`config.mk`:
```
export PLATFORM = sky130hd
export DESIGN_NAME = bloco_operativo
export DESIGN_NICKNAME = d
export VERILOG_FILES = /design/src/rtl/bobc_pkg.sv /design/src/rtl/mult_serial.sv /design/src/rtl/bloco_operativo.sv
export SDC_FILE = /design/constraint.sdc
export NUM_CORES = 1
export LEC_CHECK = 0
export ABC_AREA = 1
export ABC_CLOCK_PERIOD_IN_PS = 1940
export CORE_ASPECT_RATIO = 1.2
export CORE_MARGIN = 3
export CORE_UTILIZATION = 52
export CTS_CLUSTER_SIZE = 10
export DETAILED_ROUTE_END_ITERATION = 16
export PLACE_DENSITY = 0.77
export SETUP_SLACK_MARGIN = 0.02
export SYNTH_ARGS = -nofsm -noshare
export SYNTH_HDL_FRONTEND = slang
export SYNTH_SLANG_ARGS = --single-unit
export TNS_END_PERCENT = 1
```
`constraint.sdc`:
```
create_clock -name ck -period 1.94 [get_ports ck]
set_input_delay 0.485 -clock ck [delete_from_list [all_inputs] [get_ports ck]]
set_output_delay 0.485 -clock ck [all_outputs]
set_load 0.1 [all_outputs]
```
`src/rtl/bobc_pkg.sv`:
```
// Shared encodings for the bloco_operativo datapath: operand/coefficient
// select codes and the serial multiplier state codes.
package bobc_pkg;

  localparam logic [1:0] M0_ZERO = 2'b00;
  localparam logic [1:0] M0_RX   = 2'b01;
  localparam logic [1:0] M0_RH   = 2'b10;
  localparam logic [1:0] M0_RS   = 2'b11;

  localparam logic [1:0] M1_ZERO = 2'b00;
  localparam logic [1:0] M1_RX   = 2'b01;
  localparam logic [1:0] M1_RH   = 2'b10;
  localparam logic [1:0] M1_ONE  = 2'b11;

  localparam logic [1:0] M2_NONE = 2'b00;
  localparam logic [1:0] M2_C1   = 2'b01;
  localparam logic [1:0] M2_C2   = 2'b10;
  localparam logic [1:0] M2_C3   = 2'b11;

  typedef enum logic [1:0] {
    MUL_IDLE = 2'b00,
    MUL_BUSY = 2'b01,
    MUL_DONE = 2'b10
  } mul_state_t;

endpackage

```
`src/rtl/mult_serial.sv`:
```
// W-bit sequential shift-add multiplier. Operands are latched on start;
// the product (mod 2^W) is held with pronto=1 until acknowledged or aborted.
module mult_serial
  import bobc_pkg::*;
#(
  parameter int W = 8
) (
  input  logic         ck,
  input  logic         rst,
  input  logic         i_start,
  input  logic         i_abort,
  input  logic         i_ack,
  input  logic [W-1:0] i_a,
  input  logic [W-1:0] i_b,
  output logic         o_busy,
  output logic         o_pronto,
  output logic [W-1:0] o_p
);

  localparam int CW = $clog2(W + 1);

  mul_state_t    r_state;
  logic [W-1:0]  r_a;
  logic [W-1:0]  r_b;
  logic [W-1:0]  r_acc;
  logic [CW-1:0] r_cnt;
  logic          r_pronto;

  // W shift-add steps, then one extra edge to publish the product: launch to pronto = W+1.
  always_ff @(posedge ck or negedge rst) begin
    if (!rst) begin
      r_state  <= MUL_IDLE;
      r_a      <= '0;
      r_b      <= '0;
      r_acc    <= '0;
      r_cnt    <= '0;
      r_pronto <= 1'b0;
    end else if (i_abort) begin
      r_state  <= MUL_IDLE;
      r_pronto <= 1'b0;
    end else begin
      case (r_state)
        MUL_IDLE: begin
          if (i_start) begin
            r_a     <= i_a;
            r_b     <= i_b;
            r_acc   <= '0;
            r_cnt   <= '0;
            r_state <= MUL_BUSY;
          end
        end
        MUL_BUSY: begin
          if (r_cnt == CW'(W)) begin
            r_state  <= MUL_DONE;
            r_pronto <= 1'b1;
          end else begin
            if (r_b[0]) begin
              r_acc <= r_acc + r_a;
            end
            r_a   <= r_a << 1;
            r_b   <= r_b >> 1;
            r_cnt <= r_cnt + CW'(1);
          end
        end
        MUL_DONE: begin
          if (i_ack) begin
            r_state  <= MUL_IDLE;
            r_pronto <= 1'b0;
          end
        end
        default: begin
          r_state  <= MUL_IDLE;
          r_pronto <= 1'b0;
        end
      endcase
    end
  end

  assign o_busy   = (r_state == MUL_BUSY);
  assign o_pronto = r_pronto;
  assign o_p      = r_acc;

endmodule

```
`src/rtl/bloco_operativo.sv`:
```
// Operative block: RX/RH/RS registers, operand muxes, adder and a serial
// multiplier, driven by the sequencing FSM's load/select controls.
module bloco_operativo
  import bobc_pkg::*;
#(
  parameter int W  = 8,
  parameter int C1 = 3,
  parameter int C2 = 5,
  parameter int C3 = 7
) (
  input  logic         ck,
  input  logic         rst,
  input  logic [W-1:0] x,
  input  logic         lx,
  input  logic [1:0]   m0,
  input  logic [1:0]   m1,
  input  logic [1:0]   m2,
  input  logic         h,
  input  logic         lh,
  input  logic         ls,
  output logic         pronto,
  output logic         erro,
  output logic [W-1:0] s
);

  logic [W-1:0] r_rx;
  logic [W-1:0] r_rh;
  logic [W-1:0] r_rs;
  logic         r_erro;

  logic [W-1:0] w_a;
  logic [W-1:0] w_b;
  logic [W-1:0] w_coef;
  logic [W-1:0] w_sum;
  logic [W-1:0] w_p;
  logic         w_pronto;
  logic         w_busy;
  logic         w_start;

  always_comb begin
    w_a = '0;
    case (m0)
      M0_ZERO: w_a = '0;
      M0_RX:   w_a = r_rx;
      M0_RH:   w_a = r_rh;
      M0_RS:   w_a = r_rs;
      default: w_a = '0;
    endcase
  end

  always_comb begin
    w_b = '0;
    case (m1)
      M1_ZERO: w_b = '0;
      M1_RX:   w_b = r_rx;
      M1_RH:   w_b = r_rh;
      M1_ONE:  w_b = W'(1);
      default: w_b = '0;
    endcase
  end

  always_comb begin
    w_coef = '0;
    case (m2)
      M2_NONE: w_coef = '0;
      M2_C1:   w_coef = W'(C1);
      M2_C2:   w_coef = W'(C2);
      M2_C3:   w_coef = W'(C3);
      default: w_coef = '0;
    endcase
  end

  assign w_sum = w_a + w_b;

  // The multiplier only accepts start while idle; the extra qualification keeps launches explicit here.
  assign w_start = !h && (m2 != M2_NONE) && !w_busy && !w_pronto;

  mult_serial #(
    .W(W)
  ) u_mult (
    .ck      (ck),
    .rst     (rst),
    .i_start (w_start),
    .i_abort (h),
    .i_ack   (lh && !h),
    .i_a     (w_a),
    .i_b     (w_coef),
    .o_busy  (w_busy),
    .o_pronto(w_pronto),
    .o_p     (w_p)
  );

  // ls captures the RH value from before this edge, so lh and ls may coincide.
  always_ff @(posedge ck or negedge rst) begin
    if (!rst) begin
      r_rx   <= '0;
      r_rh   <= '0;
      r_rs   <= '0;
      r_erro <= 1'b0;
    end else begin
      if (lx) begin
        r_rx <= x;
      end
      if (ls) begin
        r_rs <= r_rh;
      end
      if (lh) begin
        if (h) begin
          r_rh <= w_sum;
        end else if (w_pronto) begin
          r_rh <= w_p;
        end else begin
          r_erro <= 1'b1;
        end
      end
    end
  end

  assign pronto = w_pronto;
  assign erro   = r_erro;
  assign s      = r_rs;

endmodule
```
==> results of run 1 <==
-- timing repair --
item,CTS,global route
buffers inserted,2,7
hold buffers,0,0
pin swaps,6,19
resized for setup,22,22
setup endpoints to repair,7,7
-- cells in the mapped netlist --
library cell,instances
nand2_1,94
inv_1,55
dfrtp_1,51
nand3_1,32
o21ai_0,24
nor2_1,22
a21oi_1,18
ha_1,16
o22ai_1,14
o21ai_1,7
inv_2,5
nor3_1,5
o211ai_1,5
o221ai_1,5
or2_2,4
xnor2_1,4
nand2_2,3
nand4_1,3
clkbuf_1,2
fa_1,2
nand3_2,2
nor2_4,2
nor3_2,2
xor2_1,2
a21o_1,1
a31oi_2,1
buf_2,1
buf_6,1
buf_8,1
inv_6,1
mux2_2,1
nand2_4,1
nand3b_1,1
nor2_2,1
nor4_1,1
o21a_1,1
o21a_2,1
o31ai_2,1
or2_1,1
-- final timing paths --
| path | cells past startpoint | end | from |
|---|---|---|---|
| max | 12 | r_rh[4] | m1[1] |
| min | 2 | r_rx[6] | rst |
| max reg2reg | 12 | r_rh[6] | s[0] |
| min reg2reg | 2 | s[2] | r_rh[2] |
| max in group asynchronous | 2 | s[2] | rst |
| min in group ck | 2 | s[2] | r_rh[2] |
-- worst max-delay path: cells and delay by family --
kind	cells	cell delay, ns
adder cells (fa/ha/maj)	1	0.35
buffers and inverters	4	0.52
AO/OA/AOI/OAI	6	0.78
AND/OR/NAND/NOR	1	0.08
-- layer usage --
layer  vias up  wire length, µm  global-route usage (%)
met5         -                0                       0
met4         0              392                    13.1
met3        38              379                    3.99
met2       108             3990                    39.1
met1      1361             3170                    26.3
li1       1457                -                       -
-- layout make-up --
class / count / share of cell area (%)
Timing Repair Buffer: 68 / 16.6
Clock inverter: 3 / 0.680
Inverter: 61 / 5.91
Clock buffer: 5 / 1.70
Multi-Input combinational cell: 277 / 40.7
Sequential cell: 51 / 31.9
Tap cell: 80 / 2.47
-- where the power goes --
| part | internal, mW | switching [mW] |
|---|---|---|
| clock | 0.268 | 0.388 |
| combinational | 0.985 | 1.41 |
| sequential | 1.40 | 0.303 |
| total | 2.65 | 2.10 |
-- per-stage QoR --
stage               setup TNS [ns]  utilization [%]
global placement             -4.93             66.8
CTS                              0             69.1
finish                     -0.0933             70.9
global route                -0.663             70.9
floorplan                   -0.111                -
detailed placement           -6.18             66.8
-- cells in the final DEF, fill, tap and decap left out, types with 6 or more instances in the layout --
master and count:
inv_1 48, o22ai_1 12, buf_12 11, o21ai_0 22
ha_1 15, buf_4 39, nand3_1 32, dfrtp_1 44
inv_2 10, nor2_1 22, clkdlybuf4s50_1 14, nand2_1 87
o21ai_1 7, nand2_2 6, a21oi_1 15
-- state kept, by name, summed over array words and instances (netlist names) --
name	flops
erro	1
r_rh	8
r_rx	8
s	8
u_mult.o_p	8
u_mult.o_pronto	1
u_mult.r_a	8
u_mult.r_b	3
u_mult.r_cnt	4
u_mult.r_state	2
-- kinds of logic after synthesis --
kind of cell | Yosys count | synth area share [%]
multiplexers | 1 | 0.363
flip-flops | 51 | 41.2
adder cells (fa/ha/maj) | 18 | 7.75
AND/OR/NAND/NOR | 174 | 25.3
buffers and inverters | 66 | 8.80
AO/OA/AOI/OAI | 78 | 14.9
XOR/XNOR | 6 | 1.70
==> key figures, run 1 <==
Timing
  • Hold Slack: 0.133 ns
  • Max Slew Vio Count: 0
  • Post-layout min period: 1.99 ns
  • Final setup fails: 3
  • Post-route clock skew: 0.0107 ns
  • Worst Tran Pin Value: 0.423 ns
  • RSZ-0062 raised after global routing: yes
  • Fmax: 504 MHz
  • Final critical-path share of the clock period: 102%
  • Headroom to the max-slew limit: 71.7%
  • Hold Vio Cnt, Final: 0
  • Final worst slack: -0.0451 ns

Run status
  • Failing checks: negative setup slack
  • Status: complete, but fails checks

Logic synthesis
  • Mapped Area: 0.00310 mm²
  • Syn nets: 432
  • #FFs+latches synth: 51
  • Post-synthesis sequential area ratio: 41.2%
  • Synth Warn #: 0
  • Post-Synthesis Cells: 394
  • Post-synthesis cell type count: 39
  • Mean post-synth cell area: 7.87 µm²
  • Post-synth top area share: 41.2%
  • Largest cells by area after synthesis: dfrtp_1, nand2_1, inv_1
  • Area leader, netlist: dfrtp_1

Worst setup path
  • Crit path required time: 2.18 ns
  • Crit-path cells: buf_2, inv_2, nand2_2, buf_4, o22ai_1, ha_1, a21oi_2, o21ai_2, buf_4, a21oi_1, o21ai_0, a21oi_1
  • Setup crit start kind: input port
  • Crit path max-delay cell type: ha_1
  • Slack of the worst reg-to-reg path: 0.02 ns
  • CP Capture Type: register
  • Critical-path maximum fanout: 5
  • Arr. time, crit path: 2.22 ns
  • Worst path max stage delay: 0.35 ns
  • Setup CP Type: input port to register

Die
  • Initial core utilization: 54.3%
  • Chip height: 90.6 µm
  • I/O pin cnt: 30
  • Total die area: 0.00693 mm²
  • Core Box Area: 0.00571 mm²
  • Die Wd: 76.5 µm
  • Row count: 30

Final layout
  • Reg area: 0.00129 mm²
  • Share of cells above drive strength 1: 25.6%
  • Finished Layout Cells: 545
  • Multi-input logic area: 0.00165 mm²
  • Layout overhead on the synthesized area: 30.6%
  • N_diodes: 0
  • Design area: 0.00405 mm²
  • Fillcell total: 457
  • Nets: 502

Global routing
  • Antenna violations before repair: 0
  • Congestion Overflow GR: 0
  • First-pass GRT wire length: 12,800 µm
  • Total track usage: 22.7%
  • Largest net degree at the start of global routing: 52
  • Vias in the first global route: 2,893

Clocking
  • CTS Buffer Depth: 2
  • Clock Sinks: 51
  • Max H-tree Level: 2
  • Clock buffer count from CTS: 5
  • Root buf cell: clkbuf_8
  • Worst-skew pair later-pin latency: 0.31 ns
  • Clk pin slew, worst setup/hold paths: 0.11 ns
  • CTS tree: done

Place
  • GP Congestion: 0.962
  • Detail Placement HPWL: 5800 µm
  • Port Buf Inserts: 29
  • Post-Place Cells: 528
  • DP Area: 0.00381 mm²
  • DP Worst Slack: -0.758 ns

Power and ir drop
  • Leakage power: 2.00 nW
  • Peak supply drop: 0.000792 V
  • Tot Pwr: 4.75 mW
  • Pwr/cell area: 1170 mW/mm²

Drt
  • DRT Pass-1 Iters: 5
  • Initial drt markers: 234
  • Routed wire length: 7930 µm
  • Wire per inst: 14.5 µm
  • DR vias: 2,964
  • DRC: 0
  • Antenna Nets Post-Route: 0
  • Via-per-instance ratio: 5.44

Hold path
  • Hold WC Path Type: input port to asynchronous set/reset pin

Flow run
  • Max Cap Violations: 0
No activity file was read; power rests on OpenSTA's default activity.
==> run 2: changes to the inputs <==
--- a/config.mk
+++ b/config.mk
@@ -6,13 +6,13 @@
 export NUM_CORES = 1
 export LEC_CHECK = 0
 export ABC_AREA = 1
-export ABC_CLOCK_PERIOD_IN_PS = 1940
+export ABC_CLOCK_PERIOD_IN_PS = 2000
 export CORE_ASPECT_RATIO = 1.2
 export CORE_MARGIN = 3
 export CORE_UTILIZATION = 52
 export CTS_CLUSTER_SIZE = 10
 export DETAILED_ROUTE_END_ITERATION = 16
-export PLACE_DENSITY = 0.77
+export PLACE_DENSITY = 0.74
 export SETUP_SLACK_MARGIN = 0.02
 export SYNTH_ARGS = -nofsm -noshare
 export SYNTH_HDL_FRONTEND = slang
==> constraint.sdc (replaced) <==
create_clock -name ck -period 2 [get_ports ck]
set_input_delay 0.5 -clock ck [delete_from_list [all_inputs] [get_ports ck]]
set_output_delay 0.5 -clock ck [all_outputs]
set_load 0.1 [all_outputs]
==> run 2 against run 1 <==
The flow now finishes without violations. Utilization up 0.99 points. Critical path depth up 1. Worst hold slack worse by 0.053 ns. Register-to-register slack better by 0.11 ns. Critical path type unchanged. Sequential share of layout area down 0.44 points. Critical endpoint is now r_rh[5]. Largest cell class unchanged.
==> key figures, run 2 (synthesis gave the netlist of run 1 again) <==
Timing
  • Final critical-path share of the clock period: 96.5%
  • Hold Slack: 0.0794 ns (was 0.133 ns)
  • Headroom to the max-slew limit: 71.7% (unchanged)
  • Final setup fails: 0 (was 3)
  • RSZ-0062 raised after global routing: yes (unchanged)
  • Final worst slack: 0.0699 ns (was -0.0451 ns)
  • Max Slew Vio Count: 0 (unchanged)
  • Post-route clock skew: 0.00387 ns (was 0.0107 ns)
  • Worst Tran Pin Value: 0.423 ns (about the same)
  • Post-layout min period: 1.93 ns
  • Fmax: 518 MHz
  • Hold Vio Cnt, Final: 0 (unchanged)

Final layout
  • Layout overhead on the synthesized area: 32.4% (was 30.6%)
  • Nets: 503 (was 502)
  • Highest-count cells in the layout ignoring fill and taps: nand2_1, inv_1, dfrtp_1, buf_4, nand3_1 (unchanged)
  • Multi-input logic area: 0.00168 mm² (was 0.00165 mm²)
  • N_diodes: 0 (unchanged)
  • Reg area: 0.00129 mm² (unchanged)
  • Share of cells above drive strength 1: 26.6% (was 25.6%)
  • Fillcell total: 483 (was 457)
  • Commonest non-fill, non-tap cell in the layout: nand2_1 (unchanged)

Clocking
  • Clock Sinks: 51 (unchanged)
  • Worst-skew pair later-pin latency: 0.32 ns (was 0.31 ns)
  • CTS tree: done (unchanged)
  • Max H-tree Level: 2 (unchanged)
  • Clock buffer count from CTS: 5 (unchanged)
  • Clk pin slew, worst setup/hold paths: 0.10 ns (was 0.11 ns)
  • Root buf cell: clkbuf_8 (unchanged)
  • CTS Buffer Depth: 2 (unchanged)

Worst setup path
  • Crit path required time: 2.21 ns (was 2.18 ns)
  • Setup CP Type: input port to register (unchanged)
  • CP Capture Type: register (unchanged)
  • Arr. time, crit path: 2.14 ns (was 2.22 ns)
  • Slack of the worst reg-to-reg path: 0.13 ns (was 0.02 ns)
  • R2R cell count: 9 (was 12)
  • Setup crit start kind: input port (unchanged)
  • Worst flop-to-flop path startpoint: r_rh[3] (was s[0])
  • Critical-path maximum fanout: 7 (was 5)
  • Worst R2R End: r_rh[5] (was r_rh[6])

Drt
  • Antenna Nets Post-Route: 0 (unchanged)
  • DRC: 0 (unchanged)
  • DRT Pass-1 Iters: 4 (was 5)
  • Wire per inst: 14.8 µm (was 14.5 µm)
  • Initial drt markers: 118 (was 234)
  • Via-per-instance ratio: 5.34 (was 5.44)
  • Routed wire length: 8070 µm (was 7930 µm)
  • DR vias: 2,913 (was 2,964)

Global routing
  • Congestion Overflow GR: 0 (unchanged)
  • Total track usage: 23.8% (was 22.7%)
  • First-pass GRT wire length: 13,200 µm (was 12,800 µm)
  • Antenna violations before repair: 0 (unchanged)
  • Vias in the first global route: 2,827 (was 2,893)
  • Largest net degree at the start of global routing: 39 (was 52)

Power and ir drop
  • Pint: 2.67 mW (was 2.65 mW)
  • Clock group share of total power: 15.8% (was 13.8%)
  • Peak supply drop: 0.000688 V (was 0.000792 V)
  • Leakage power: 2.01 nW (was 2.00 nW)
  • Net Sw Power: 2.02 mW (was 2.10 mW)
  • Logic pwr share: 49.0% (was 50.4%)
  • Sw Share: 43.0% (was 44.2%)
  • Pwr/cell area: 1140 mW/mm² (was 1170 mW/mm²)
  • Sequential power share: 35.2% (was 35.8%)

Die
  • Chip height: 90.6 µm (unchanged)
  • Initial core utilization: 54.3% (unchanged)
  • Row count: 30 (unchanged)
  • Core Box Area: 0.00571 mm² (unchanged)
  • I/O pin cnt: 30 (unchanged)
  • Die Wd: 76.5 µm (unchanged)
  • Total die area: 0.00693 mm² (unchanged)

Hold path
  • Hold WC Path Type: input port to asynchronous set/reset pin (unchanged)

Place
  • GP Congestion: 0.973 (was 0.962)
  • DP Worst Slack: -0.719 ns (was -0.758 ns)
  • Port Buf Inserts: 29 (unchanged)
  • Detail Placement HPWL: 6090 µm (was 5800 µm)

Run status
  • Status: completed (was complete, but fails checks)

Flow run
  • Max Cap Violations: 0 (unchanged)
[run 2: cell count changes in the layout (fill, tap and decap cells not counted), sizes merged]
cell      before  now
inv           63   61
buf           53   52
clkinv         0    2
clkbuf         6    8
clkinvlp       1    0
bufinv         0    1
[run 2: what timing repair did]
action	4_1_cts	5_1_grt
setup buffers	9	4
endpoints found under the setup margin	7	6
hold buffers	0	0
gates resized for setup	21	22
pin swaps	7	12
[run 2: how the worst max path moves through the flow]
stage                    to  slack, ns   from  depth (start not counted)
CTS                 r_rh[6]       0.02  m1[0]                         12
finish              r_rh[5]       0.07  m0[1]                         13
global route        r_rh[5]      -0.04  m0[1]                         12
detailed placement  r_rh[6]      -0.72  m0[1]                         12
floorplan           r_rh[6]      0.002   s[0]                         11
global placement    r_rh[6]      -0.65  m0[1]                         12
[run 2: stage by stage]
stage	TNS, ns	instance area [µm²]	power [mW]	util, %	instances
floorplan	0	3130	3.10	-	394
global placement	-4.22	3790	3.77	66.5	525
detailed placement	-5.05	3790	3.83	66.5	525
CTS	0	3980	4.60	69.8	542
global route	-0.0903	4100	5.01	71.9	546
finish	0	4100	4.69	71.9	546
[run 2: cell type report]
cell class / instances / area share, %
multi-input cells: 277 / 41.0
well taps: 80 / 2.44
flip-flops and latches: 51 / 31.4
clock inverters: 3 / 1.07
inverters: 61 / 5.70
repair buffers: 69 / 16.7
clock buffers: 5 / 1.68
[run 2: routing by layer]
layer	GRT usage, %	vias to the layer above	share of wire, %
li1	-	1448	-
met1	28.7	1362	43
met2	41.0	73	49
met3	4.09	30	3.3
met4	11.6	0	4.4
met5	0	-	0
[run 2: worst max-delay path, stage by stage]
cell and delay, ns:
clkbuf_4 0.16, inv_2 0.05, nand2_1 0.07, inv_2 0.07, nand2_1 0.06, o211ai_1 0.13, ha_1 0.40, nand2_1 0.11
or2_2 0.32, nand4_1 0.08, nand3_1 0.07, nand2_1 0.08, nand2_1 0.05
[run 2: power by group through the flow]
stage          combinational, mW  clock [mW]  sequential [mW]
2_1_floorplan               1.20           0             1.91
3_3_place_gp                2.11           0             1.66
4_1_cts                     2.20       0.748             1.65
5_1_grt                     2.53       0.791             1.68
6_report                    2.30       0.742             1.65
3_5_place_dp                2.18           0             1.66
==> run 3: changes to the inputs <==
--- a/config.mk
+++ b/config.mk
@@ -5,7 +5,6 @@
 export SDC_FILE = /design/constraint.sdc
 export NUM_CORES = 1
 export LEC_CHECK = 0
-export ABC_AREA = 1
 export ABC_CLOCK_PERIOD_IN_PS = 2000
 export CORE_ASPECT_RATIO = 1.2
 export CORE_MARGIN = 3
==> run 3 against run 2 <==
The flow now finishes with violations (negative setup slack). Clock skew rose by 0.00061 ns. Setup slack worse by 0.53 ns. Utilization increased by 2.2 points. Final cell count shrank 18%. Combinational power up 3%. Via count decreased by 12%. Synthesized cell count decreased by 24%. Worst hold slack better by 0.060 ns. Critical path depth fell by 2. Largest cell class unchanged. Highest routed layer unchanged.
==> key figures, run 3 <==
Logic synthesis
  • Mux contribution to synthesized area: 10.8% (was 0.363%)
  • Post-Synthesis Cells: 300 (was 394)
  • Post-synthesis cell type count: 40 (was 39)
  • #FFs+latches synth: 51 (unchanged)
  • Syn nets: 338 (was 432)
  • Mean post-synth cell area: 10.0 µm² (was 7.87 µm²)
  • Ys async rst share: 100% (unchanged)
  • Combinational family with the most area after synthesis: compound AO/OA/AOI/OAI gates (was simple AND/OR/NAND/NOR gates)
  • Post-synth top area share: 42.6% (was 41.2%)
  • Synth Warn #: 0 (unchanged)
  • Largest cells by area after synthesis: dfrtp_1, mux2_2, ha_1 (was dfrtp_1, nand2_1, inv_1)
  • Post-synthesis sequential area ratio: 42.6% (was 41.2%)
  • Mapped Area: 0.00300 mm² (was 0.00310 mm²)
  • Area leader, netlist: dfrtp_1 (unchanged)
  • Post-synthesis compound-gate area fraction: 20.2% (was 14.9%)
  • Synth Area in Adders: 8.01% (was 7.75%)
  • Xor and xnor area share after synthesis: 2.92% (was 1.70%)
  • Post-synth EDFFs: 0 (unchanged)
  • Synth cell count leaders: dfrtp_1, nand2_1, a21oi_1, mux2_2, o21ai_0 (was nand2_1, inv_1, dfrtp_1)
  • Primary FF master, synth: dfrtp_1 (unchanged)
  • Simple-gate area share of the yosys netlist: 11.2% (was 25.3%)
  • Most frequent cell after synthesis: dfrtp_1 (was nand2_1)

Timing
  • RSZ-0062 raised after global routing: yes (unchanged)
  • Hold Slack: 0.139 ns (was 0.0794 ns)
  • Final setup fails: 6 (was 0)
  • Post-route clock skew: 0.00448 ns (was 0.00387 ns)
  • Final critical-path share of the clock period: 123% (was 96.5%)
  • Headroom to the max-slew limit: 56.6% (was 71.7%)
  • Final worst slack: -0.461 ns (was 0.0699 ns)
  • Hold Vio Cnt, Final: 0 (unchanged)
  • Post-layout min period: 2.46 ns (was 1.93 ns)
  • Worst Tran Pin Value: 0.647 ns (was 0.423 ns)
  • Max Slew Vio Count: 0 (unchanged)
  • Fmax: 406 MHz (was 518 MHz)

Die
  • Initial core utilization: 55.1% (was 54.3%)
  • I/O pin cnt: 30 (unchanged)
  • Die Wd: 75.3 µm (was 76.5 µm)
  • Chip height: 89.2 µm (was 90.6 µm)
  • Core Box Area: 0.00544 mm² (was 0.00571 mm²)
  • Total die area: 0.00672 mm² (was 0.00693 mm²)
  • Row count: 29 (was 30)

Run status
  • Status: complete, but fails checks (was completed)
  • Failing checks: negative setup slack

Drt
  • DRC: 0 (unchanged)
  • Via-per-instance ratio: 5.69 (was 5.34)
  • Antenna Nets Post-Route: 0 (unchanged)
  • Wire per inst: 16.0 µm (was 14.8 µm)
  • Routed wire length: 7170 µm (was 8070 µm)
  • Initial drt markers: 69 (was 118)
  • DRT Pass-1 Iters: 4 (unchanged)
  • DR vias: 2,556 (was 2,913)

Worst setup path
  • Crit path required time: 2.20 ns (was 2.21 ns)
  • Setup CP Type: input port to register (unchanged)
  • Critical-path maximum fanout: 4 (was 7)
  • Arr. time, crit path: 2.66 ns (was 2.14 ns)
  • CP Capture Type: register (unchanged)
  • Setup crit start kind: input port (unchanged)

Place
  • DP Worst Slack: -1.28 ns (was -0.719 ns)
  • DP Area: 0.00388 mm² (was 0.00379 mm²)
  • GP Congestion: 0.869 (was 0.973)
  • Port Buf Inserts: 29 (unchanged)
  • Detail Placement HPWL: 5480 µm (was 6090 µm)

Final layout
  • N_diodes: 0 (unchanged)
  • Commonest non-fill, non-tap cell in the layout: buf_4 (was nand2_1)
  • Design area: 0.00403 mm² (was 0.00410 mm²)
  • Highest-count cells in the layout ignoring fill and taps: buf_4, dfrtp_1, nand2_1 (was nand2_1, inv_1, dfrtp_1, buf_4, nand3_1)
  • Layout overhead on the synthesized area: 34.5% (was 32.4%)
  • Nets: 424 (was 503)
  • Final core utilization: 74.1% (was 71.9%)
  • Share of cells above drive strength 1: 33.1% (was 26.6%)

Clocking
  • Clock Sinks: 51 (unchanged)
  • CTS Buffer Depth: 2 (unchanged)
  • Worst-skew pair later-pin latency: 0.30 ns (was 0.32 ns)
  • Root buf cell: clkbuf_8 (unchanged)
  • Clock buffer count from CTS: 5 (unchanged)
  • Setup Buffers After CTS: 0 (was 9)
  • Max H-tree Level: 2 (unchanged)
  • Clk pin slew, worst setup/hold paths: 0.09 ns (was 0.10 ns)
  • CTS tree: done (unchanged)

Global routing
  • First-pass GRT wire length: 12,100 µm (was 13,200 µm)
  • Total track usage: 23.4% (was 23.8%)
  • Congestion Overflow GR: 0 (unchanged)
  • Largest net degree at the start of global routing: 33 (was 39)
  • Antenna violations before repair: 0 (unchanged)
  • Vias in the first global route: 2,581 (was 2,827)

Power and ir drop
  • Pwr/cell area: 1130 mW/mm² (was 1140 mW/mm²)
  • Leakage power: 1.91 nW (was 2.01 nW)
  • Tot Pwr: 4.54 mW (was 4.69 mW)
  • Peak supply drop: 0.000835 V (was 0.000688 V)

Flow run
  • Max Cap Violations: 0 (unchanged)

Hold path
  • Hold WC Path Type: input port to asynchronous set/reset pin (unchanged)
## run 3: cell count changes after synthesis, moves of 5 or more
cell | before | now
o22ai_1 | 14 | 8
nand2_1 | 94 | 28
clkbuf_1 | 2 | 7
o221ai_1 | 5 | 0
mux2i_1 | 0 | 5
nand3_1 | 32 | 5
nor2b_1 | 0 | 6
a21oi_1 | 18 | 23
inv_1 | 55 | 10
a22o_1 | 0 | 17
mux2_2 | 1 | 23
## run 3: metrics by stage
step           instances  TNS, ns
4_1_cts              449    -1.91
6_report             449    -1.47
2_1_floorplan        300    -2.36
5_1_grt              449    -3.06
3_5_place_dp         441   -11.94
3_3_place_gp         441   -10.89
## run 3: worst paths after layout
path,cells after the start,to,startpoint,slack (ns)
setup / recovery,11,r_rh[6],m1[1],-0.46
hold / removal,1,r_rx[7],rst,0.14
setup reg to reg,11,r_rh[6],s[0],-0.45
hold reg to reg,2,u_mult.r_b[2],u_mult.r_b[2],0.48
max in group asynchronous,2,u_mult.r_a[0],rst,1.32
min in group ck,2,u_mult.r_b[2],u_mult.r_b[2],0.48
## run 3: layer usage
layer | GRT usage [%] | vias up | part of all wire, %
met1 | 29.3 | 1220 | 43
met4 | 7.15 | 0 | 2.5
met3 | 3.49 | 22 | 3.4
met2 | 41.2 | 66 | 51
li1 | - | 1248 | -
met5 | 0 | - | 0
## run 3: timing repair
| action | CTS | global route |
|---|---|---|
| pin swaps | 2 | 4 |
| setup endpoints to repair | 11 | 17 |
| gates resized for setup | 11 | 12 |
| hold buffers | 0 | 0 |
## run 3: power breakdown
part	switching (mW)	internal, mW
Sequential	0.232	1.30
Combinational	1.25	1.12
Clock	0.331	0.316
Total	1.81	2.74
## run 3: final cells by class
| class | instances | area [µm²] |
|---|---|---|
| well taps | 62 | 77.6 |
| inverters | 11 | 41.3 |
| repair buffers | 93 | 872 |
| multi-input cells | 224 | 1660 |
| fillers | 388 | 1410 |
| clock buffers | 8 | 100 |
| flip-flops and latches | 51 | 1280 |
## run 3: logic make-up after synthesis
family | count (synthesis)
AOI/OAI and AO/OA | 96
and+or+nand+nor | 71
DFF | 51
muxes | 29
buffers and inverters | 25
adders and majority gates | 18
xor gates and xnor gates | 10
## run 3: worst max-delay path, stage by stage
cell and delay, ns:
dlygate4sd2_1 0.26, nor2b_1 0.13, buf_4 0.15, a22o_1 0.27, ha_4 0.23, nor2b_2 0.15
o31a_1 0.26, o21a_1 0.19, or3_1 0.30, a31oi_1 0.14, o21ai_1 0.07
